`config.mk`:
```
export PLATFORM = sky130hd
export DESIGN_NAME = pipe_ctrl
export DESIGN_NICKNAME = d
export VERILOG_FILES = /design/src/rtl/pipe_ctrl_pkg.sv /design/src/rtl/pipe_ctrl_hazard_det.sv /design/src/rtl/pipe_ctrl.sv
export SDC_FILE = /design/constraint.sdc
export NUM_CORES = 1
export LEC_CHECK = 0
export ABC_AREA = 1
export CAP_MARGIN = 30
export CORE_ASPECT_RATIO = 1.2
export CORE_UTILIZATION = 28
export CTS_CLUSTER_DIAMETER = 100
export CTS_CLUSTER_SIZE = 30
export DETAILED_ROUTE_END_ITERATION = 8
export GPL_TIMING_DRIVEN = 1
export PLACE_DENSITY_LB_ADDON = 0.2
export SLEW_MARGIN = 20
export SYNTH_ARGS = -nofsm -noshare
export SYNTH_HDL_FRONTEND = slang
export SYNTH_HIERARCHICAL = 1
export SYNTH_SLANG_ARGS = --single-unit
```
`constraint.sdc`:
```
create_clock -name CLK -period 1.5 [get_ports CLK]
set_clock_uncertainty 0.15 [all_clocks]
set_input_delay 0.3 -clock CLK [delete_from_list [all_inputs] [get_ports CLK]]
set_output_delay 0.3 -clock CLK [all_outputs]
set_load 0.01 [all_outputs]
```
`src/rtl/pipe_ctrl_pkg.sv`:
```
// Shared constants for the 4-phase, 3-stage pipeline controller:
// instruction classes, opcode fields, phase encodings and small decode helpers.
package pipe_ctrl_pkg;

    typedef enum logic {
        ST_IDLE = 1'b0,
        ST_RUN  = 1'b1
    } state_t;

    localparam logic [3:0] PH_IDLE = 4'b0000;
    localparam logic [3:0] PH0     = 4'b0001;
    localparam logic [3:0] PH1     = 4'b0010;
    localparam logic [3:0] PH2     = 4'b0100;
    localparam logic [3:0] PH3     = 4'b1000;

    localparam logic [15:0] NOP = 16'h0000;

    // Instruction field positions
    localparam int CLS_MSB  = 15;
    localparam int CLS_LSB  = 14;
    localparam int DST_MSB  = 13;
    localparam int DST_LSB  = 11;
    localparam int SRC1_MSB = 10;
    localparam int SRC1_LSB = 8;
    localparam int SRC2_MSB = 7;
    localparam int SRC2_LSB = 5;

    localparam logic [1:0] CLS_ALU = 2'b00;
    localparam logic [1:0] CLS_LI  = 2'b01;
    localparam logic [1:0] CLS_BR  = 2'b10;

    // ALU-class function codes live in x[4:0]; LD additionally needs x[7:5]=000
    localparam logic [7:0] OP_LD  = 8'h01;
    localparam logic [4:0] OP_ST  = 5'b00011;
    localparam logic [4:0] OP_ADD = 5'b00010;
    localparam logic [4:0] OP_CMP = 5'b00100;
    localparam logic [4:0] OP_MLT = 5'b00101;

    // LI is class 01 with x[10:8]=000; branches are class 10 with condition in x[13:11]
    localparam logic [2:0] OP_LI  = 3'b000;
    localparam logic [2:0] OP_B   = 3'b000;
    localparam logic [2:0] OP_BZ  = 3'b001;
    localparam logic [2:0] OP_BNZ = 3'b010;

    function automatic logic is_arith(input logic [4:0] fn);
        return (fn == OP_ADD) || (fn == OP_CMP) || (fn == OP_MLT);
    endfunction

    function automatic logic alu_writes(input logic [7:0] lo);
        return (lo == OP_LD) || is_arith(lo[4:0]);
    endfunction

    function automatic logic alu_reads_a(input logic [7:0] lo);
        return (lo == OP_LD) || is_arith(lo[4:0]) || (lo[4:0] == OP_ST);
    endfunction

    function automatic logic alu_reads_b(input logic [4:0] fn);
        return is_arith(fn) || (fn == OP_ST);
    endfunction

endpackage

```
`src/rtl/pipe_ctrl_hazard_det.sv`:
```
// Combinational decode for the pipeline controller: load-use hazard between
// ir1 (execute) and ir (decode), and writeback-to-execute forwarding selects.
module pipe_hazard_det
    import pipe_ctrl_pkg::*;
(
    input  logic [15:0] ir,
    input  logic [15:0] ir1,
    input  logic [15:0] ir2,
    output logic        hazard,
    output logic        fwd_a,
    output logic        fwd_b
);

    logic ir1_is_ld;
    logic ir1_writes;
    logic ir2_writes;
    logic ir_reads_a;
    logic ir_reads_b;
    logic unused_ir_dst;

    assign ir1_is_ld  = (ir1[CLS_MSB:CLS_LSB] == CLS_ALU) && (ir1[7:0] == OP_LD);

    assign ir1_writes = ((ir1[CLS_MSB:CLS_LSB] == CLS_ALU) && alu_writes(ir1[7:0])) ||
                        ((ir1[CLS_MSB:CLS_LSB] == CLS_LI)  && (ir1[SRC1_MSB:SRC1_LSB] == OP_LI));

    assign ir2_writes = ((ir2[CLS_MSB:CLS_LSB] == CLS_ALU) && alu_writes(ir2[7:0])) ||
                        ((ir2[CLS_MSB:CLS_LSB] == CLS_LI)  && (ir2[SRC1_MSB:SRC1_LSB] == OP_LI));

    assign ir_reads_a = (ir[CLS_MSB:CLS_LSB] == CLS_ALU) && alu_reads_a(ir[7:0]);
    assign ir_reads_b = (ir[CLS_MSB:CLS_LSB] == CLS_ALU) && alu_reads_b(ir[4:0]);

    // The decode-stage destination plays no part in hazard detection
    assign unused_ir_dst = ^ir[DST_MSB:DST_LSB];

    assign hazard = ir1_is_ld && ir1_writes &&
                    ((ir_reads_a && (ir[SRC1_MSB:SRC1_LSB] == ir1[DST_MSB:DST_LSB])) ||
                     (ir_reads_b && (ir[SRC2_MSB:SRC2_LSB] == ir1[DST_MSB:DST_LSB])));

    assign fwd_a = ir2_writes && (ir2[DST_MSB:DST_LSB] == ir1[SRC1_MSB:SRC1_LSB]);
    assign fwd_b = ir2_writes && (ir2[DST_MSB:DST_LSB] == ir1[SRC2_MSB:SRC2_LSB]);

endmodule

```
`src/rtl/pipe_ctrl.sv`:
```
// Pipeline sequencer: one-hot phase FSM, stall/flush injection and stage-load strobes.
// Optional saturating performance counters are built when PIPE_CTRL_PERF_EN is defined.
//
//   state   | meaning
//   --------+-----------------------------------------------------------
//   ST_IDLE | halted, ph=0000, no strobes; pending stall/flush retained
//   ST_RUN  | ph rotates 0001->0010->0100->1000 each cycle, one round = 4 cycles
module pipe_ctrl
    import pipe_ctrl_pkg::*;
#(
    parameter int CNT_W = 16
) (
    input  logic             CLK,
    input  logic             RSTN,
    input  logic             start,
    input  logic             stop,
    input  logic [15:0]      ir,
    input  logic [15:0]      ir1,
    input  logic [15:0]      ir2,
    input  logic             br_taken,
    output logic [3:0]       ph,
    output logic             pc_inc,
    output logic             ir_ld,
    output logic             ir1_ld,
    output logic             ir1_nop,
    output logic             ir2_ld,
    output logic             ir2_nop,
    output logic             fwd_a,
    output logic             fwd_b,
    output logic             busy,
    output logic [CNT_W-1:0] perf_rounds,
    output logic [CNT_W-1:0] perf_stalls,
    output logic [CNT_W-1:0] perf_flushes
);

    state_t state;
    logic   stall_q;
    logic   flush_q;
    logic   stop_pend;
    logic   hazard;
    logic   fwd_a_raw;
    logic   fwd_b_raw;
    logic   running;

    pipe_hazard_det u_hazard (
        .ir     (ir),
        .ir1    (ir1),
        .ir2    (ir2),
        .hazard (hazard),
        .fwd_a  (fwd_a_raw),
        .fwd_b  (fwd_b_raw)
    );

    // Stall/flush decisions are taken at the end of every round, including the
    // one that stops, so a pending bubble or flush survives an IDLE period.
    always_ff @(posedge CLK or negedge RSTN) begin
        if (!RSTN) begin
            state     <= ST_IDLE;
            ph        <= PH_IDLE;
            stall_q   <= 1'b0;
            flush_q   <= 1'b0;
            stop_pend <= 1'b0;
        end else begin
            case (state)
                ST_IDLE: begin
                    ph <= PH_IDLE;
                    if (start && !stop) begin
                        state <= ST_RUN;
                        ph    <= PH0;
                    end
                end
                ST_RUN: begin
                    if (ph[3]) begin
                        flush_q <= br_taken;
                        stall_q <= !br_taken && !stall_q && hazard;
                        if (stop_pend || stop) begin
                            state     <= ST_IDLE;
                            ph        <= PH_IDLE;
                            stop_pend <= 1'b0;
                        end else begin
                            ph <= PH0;
                        end
                    end else begin
                        ph        <= {ph[2:0], 1'b0};
                        stop_pend <= stop_pend || stop;
                    end
                end
                default: begin
                    state <= ST_IDLE;
                    ph    <= PH_IDLE;
                end
            endcase
        end
    end

    assign running = (state == ST_RUN);
    assign busy    = running;

    // ph is 0000 in IDLE, so every strobe is naturally quiet there
    assign pc_inc  = ph[0] && !stall_q;
    assign ir_ld   = ph[0] && !stall_q;
    assign ir1_ld  = ph[1];
    assign ir1_nop = ph[1] && (stall_q || flush_q);
    assign ir2_ld  = ph[2];
    assign ir2_nop = ph[2] && flush_q;

    assign fwd_a   = running && fwd_a_raw;
    assign fwd_b   = running && fwd_b_raw;

`ifdef PIPE_CTRL_PERF_EN
    logic [CNT_W-1:0] rounds_q;
    logic [CNT_W-1:0] stalls_q;
    logic [CNT_W-1:0] flushes_q;

    always_ff @(posedge CLK or negedge RSTN) begin
        if (!RSTN) begin
            rounds_q  <= '0;
            stalls_q  <= '0;
            flushes_q <= '0;
        end else begin
            if (running && ph[3] && !(&rounds_q))
                rounds_q <= rounds_q + CNT_W'(1);
            if (ph[1] && stall_q && !flush_q && !(&stalls_q))
                stalls_q <= stalls_q + CNT_W'(1);
            if (ph[1] && flush_q && !(&flushes_q))
                flushes_q <= flushes_q + CNT_W'(1);
        end
    end

    assign perf_rounds  = rounds_q;
    assign perf_stalls  = stalls_q;
    assign perf_flushes = flushes_q;
`else
    assign perf_rounds  = '0;
    assign perf_stalls  = '0;
    assign perf_flushes = '0;
`endif

endmodule

```
Word-level counts from Yosys, hierarchy flattened. Index checks and enable logic that the tools add are counted.

Eq/ne operators: 20. Muxes and demuxes: 10. Bitwise logic cells: 1. Reduce and logical (&&, ||, !) cells: 47.

Operator list (number): 5-bit by 3-bit == test with 1-bit output, second input constant (6); 8-bit by 1-bit == test with 1-bit output, second input constant (3); 1-bit logical AND (21); 5-bit by 2-bit == test with 1-bit output, second input constant (4); 1-bit logical OR (16); 3-bit == test (4); 4-bit case mux with 2 select lines (1); 1-bit 2-to-1 mux (7); 2-bit zero test (3); 3-bit zero test (2); 2-bit by 1-bit == test with 1-bit output, second input constant (2); 4-bit 2-to-1 mux (1); 2-bit AND reduction (2); 1-bit zero test (3); 2-bit by 1-bit inequality test with 1-bit output, second input constant (1); 1-bit case mux with 2 select lines (1); 1-bit NOT (1).

Bits in registers: 8. Input bits: 53. Output and inout port bits: 61. Logic and storage cells: 83.

Depth between registers and ports, before layout.
Depth in word-level cells: 10. Mapped depth: 10. Mapped depth without buffers: 10.

Hierarchy. Netlist, hierarchy kept.

Modules (own cells, without submodules): pipe_ctrl (times used 1, cells an instance 99, area an instance 740.7 um2, sequential area each 200.2 um2); pipe_hazard_det (times used 1, cells an instance 59, area an instance 296.5 um2, sequential area each 0.0 um2).

Worst setup path before layout. Ideal clock, no wire load.

Path kind: input to output. Start point: input ir2[3]. End point: output fwd_a. Arrival: 0.943 ns. Data required time: 1.050 ns. Setup slack: 0.107 ns. Cell stages on the path: 6. Buffers on the path: 0. Cell sequence: or2_0 > nor2_1 > nand3_1 > a21oi_1 > nand2_1 > inv_1.

Cells in the longest elaborated chain, start to end: 8. Elaborated cells on any way between the ends: 11. Classes of those cells: 4 x eq/ne; 7 x reduce/logical.

RTL lines: start, declared (line pipe_ctrl.sv:19) `input logic [15:0] ir2,`; 5-bit by 2-bit == test with 1-bit output or 5-bit by 3-bit == test with 1-bit output (tied branches) (line pipe_ctrl_pkg.sv:46) `return (fn == OP_ADD) || (fn == OP_CMP) || (fn == OP_MLT);`; 1-bit logical OR (2 in a row) (line pipe_ctrl_pkg.sv:46); 1-bit logical OR * (line pipe_ctrl_pkg.sv:50) `return (lo == OP_LD) || is_arith(lo[4:0]);`; 1-bit logical AND * (line pipe_ctrl_hazard_det.sv:26) `assign ir2_writes = ((ir2[CLS_MSB:CLS_LSB] == CLS_ALU) && alu_writes(ir2[7:0])) ||`; 1-bit logical OR * (line pipe_ctrl_hazard_det.sv:26); 1-bit logical AND * (line pipe_ctrl_hazard_det.sv:39) `assign fwd_a = ir2_writes && (ir2[DST_MSB:DST_LSB] == ir1[SRC1_MSB:SRC1_LSB]);`; net fwd_a_raw (line pipe_ctrl.sv:41) `logic fwd_a_raw;`; 1-bit logical AND * (line pipe_ctrl.sv:107) `assign fwd_a = running && fwd_a_raw;`; end, declared (line pipe_ctrl.sv:28) `output logic fwd_a,`.

The timed path passes the listed nets; every way through them passes the cells marked *.

Worst setup path after layout.
Start point: input ir2[4]. End point: output fwd_a.

The elaborated chain is that of the path after synthesis.

==> impl_results.md <==
- Clock net sink count: 8
- Switch Pwr: 293 uW
- Clk Latency, worst-skew pair: 230 ps
- Slowest CP cell: or2_0
- Most common cell after layout, fill and taps aside: conb_1
- Syn Area/Cell: 6.56 sq um
- I/O Buffers: 62
- Htree depth: 1
- Final setup viols: 2
- R2R Path Start: busy$_DFF_PN0_
- Seq cells post-synth: 8
- RSZ-0062 raised after global routing: true
- CTS Buf Count: 3
- Status: finished, violations left
- CTS root buf: clkbuf_8
- Reg2Reg Depth: 5
- Vias per inst: 3.79
- Achievable frequency: 625 MHz
- CP cell instances: buf_6 > or2_0 > nor2_1 > nand3_2 > a21oi_2 > nand2_1 > inv_1 > buf_2
- Synthesis warning total: 6
- Placed Instances: 257
- Power Density: 583 nW/um^2
- Non-Filler Instances: 261
- Period minus WS final: 1600 ps
- Mapped cell area: 1040 sq um
- Design Power: 917 uW
- Final RePlAce weighted congestion: 0.666
- Final design utilization: 45.9%
- Initial DRC Count: 17
- Fillers: 367
- Largest fanout on the critical path: 2
- Hold WC Path Type: in2async
- Max Transition Viols Final: 0
- HPWL after DPL: 1790 microns
- Total GRT Usage: 9.29%
- Final Instance Area: 1570 sq um
- Critical path class: in2out
- Area growth syn-to-layout: 51.5%
- First drt pass iteration count: 6
- Starting Density: 30.3%
- Critical path launch point type: input port
- First-pass GRT wire length: 2840 microns
- Leakage: 0.975 nW
- Met2 routed WL: 1060 microns
- Placed Instance Area: 1530 sq um
- Setup slack, reg-to-reg: 340 ps
- Vias: 988
- Die X: 57.6 microns
- Switching share of total power: 32.0%
- Die ar.: 3950 sq um
- Cell count after synthesis: 158
- Failing checks: design-rule violations, negative setup slack
- FF-to-FF End: stall_q$_DFFE_PN0P_
- Layout cell share with drive strength beyond 1: 15.2%
- Vias in the first global route: 762
- I/O pin cnt: 114
- Wire per inst: 7.84 microns
- Synth cell types: 15
- Clock slew at reported path FFs: 40 ps
- Post-DRT Antenna Nets: 0
- Number of max-cap violations: 0
- Layout Nets: 279
- Row count: 23
- # DRC: 4
- Critical Path RT: 1050 ps
- Sequential fraction of the synthesis area: 19.3%
- CP peak stage delay: 200 ps
- CP endpoint kind: primary output
- Pint: 623 uW
- CTS max path bufs: 2
- Tcrit/Tclk final: 107%
- Number of diodes: 0
- WL final: 2050 microns
- Top Metal Used: met4
- Sequential Power Share: 31.0%
- Met3 wire length: 189 microns
- Final Hold Vio Count: 0
- Logic gate share of total power: 41.3%
- WL met1: 757 microns
- Dominant cells by area after synthesis: buf_4 37%, dfrtp_1 19%, nor2_1 12%
- CTS tree: built
- Fin Setup TNS: -200 ps
- Initial antenna violation count: 0
- Share of the synthesized area in the top cell type: 36.9%
- Crit path launch: ir2[4]
- Final worst slack: -101 ps
- Global route overflow: 0
- Core area: 3420 sq um
- Die Height: 68.7 microns
- Clk pwr share: 27.7%
- Pin count of the biggest net entering global routing: 9
- Biggest area consumer among synthesized cells: buf_4
- Arrival @ worst endpoint: 1150 ps
- Maximum vdd drop: 0.240 mV
- Highest-count cells in the layout ignoring fill and taps: 48 x conb_1, 30 x nor2_1, 20 x nand2_1, 17 x dlymetal6s2s_1, 16 x inv_1
worst max-delay path, delay by kind of cell:
family	cells	cell delay [ps]
compound gates	1	120
simple gates	4	490
buf+inv	3	240
through the flow:
stage	worst slack (ps)	hold slack [ps]
floorplan	107	-146
global placement	-803	356
detailed placement	-820	355
CTS	-124	210
global route	-171	233
finish	-101	200
registers in the layout, summed over array words and instances, names as in the netlist:
signal / cells
busy: 1
ph: 4
stop_pend: 1
flush_q: 1
stall_q: 1
synthesized netlist by cell type, drive strengths merged:
library cell  number
a21oi              5
xor2               2
or2                2
o21ai              1
nand3              8
nor3               1
conb               1
dfrtp              8
buf               51
nor2              33
xnor2              9
nand2             20
inv               16
nand3b             1
area by class of cell:
class	count	area, sq um	share of cell area (%)
inverters	16	60.1	3.82
well taps	37	46.3	2.95
flip-flops and latches	8	200	12.7
clock buffers	3	41.3	2.63
repair buffers	67	614	39.1
multi-input cells	130	609	38.8
power by group through the flow:
stage                     sequential, mW  combinational [mW]  clock, mW
final                              0.284               0.379      0.254
after global routing               0.291               0.425      0.272
after CTS                          0.286               0.386      0.262
after detailed placement           0.290               0.392          0
after global placement             0.289               0.388          0
after floorplan                    0.292               0.257          0
cell families after synthesis:
family | Yosys count | synth area share [%]
compound gates | 6 | 2.89
xor+xnor | 11 | 9.29
buf+inv | 67 | 42.7
flops | 8 | 19.3
other cells | 1 | 0.362
simple gates | 65 | 25.5
how the worst max path moves through the flow:
stage,to,slack [ps]
floorplan,fwd_a,110
global placement,fwd_a,-800
detailed placement,fwd_b,-820
CTS,fwd_a,-120
global route,fwd_b,-170
finish,fwd_a,-100
per-layer routing:
layer / vias to the layer above / track usage (%)
met1: 408 / 9.81
met2: 68 / 18.0
li1: 508 / -
met5: - / 0
met4: 0 / 5.49
met3: 4 / 0.746
repair_timing:
action / 4_1_cts / 5_1_grt
setup buffers: 1 / 0
pin swaps: 20 / 33
endpoints found under the setup margin: 14 / 7
hold buffers: 0 / 0
gates resized for setup: 63 / 44
Note: power is estimated with default switching activity, not from simulation.
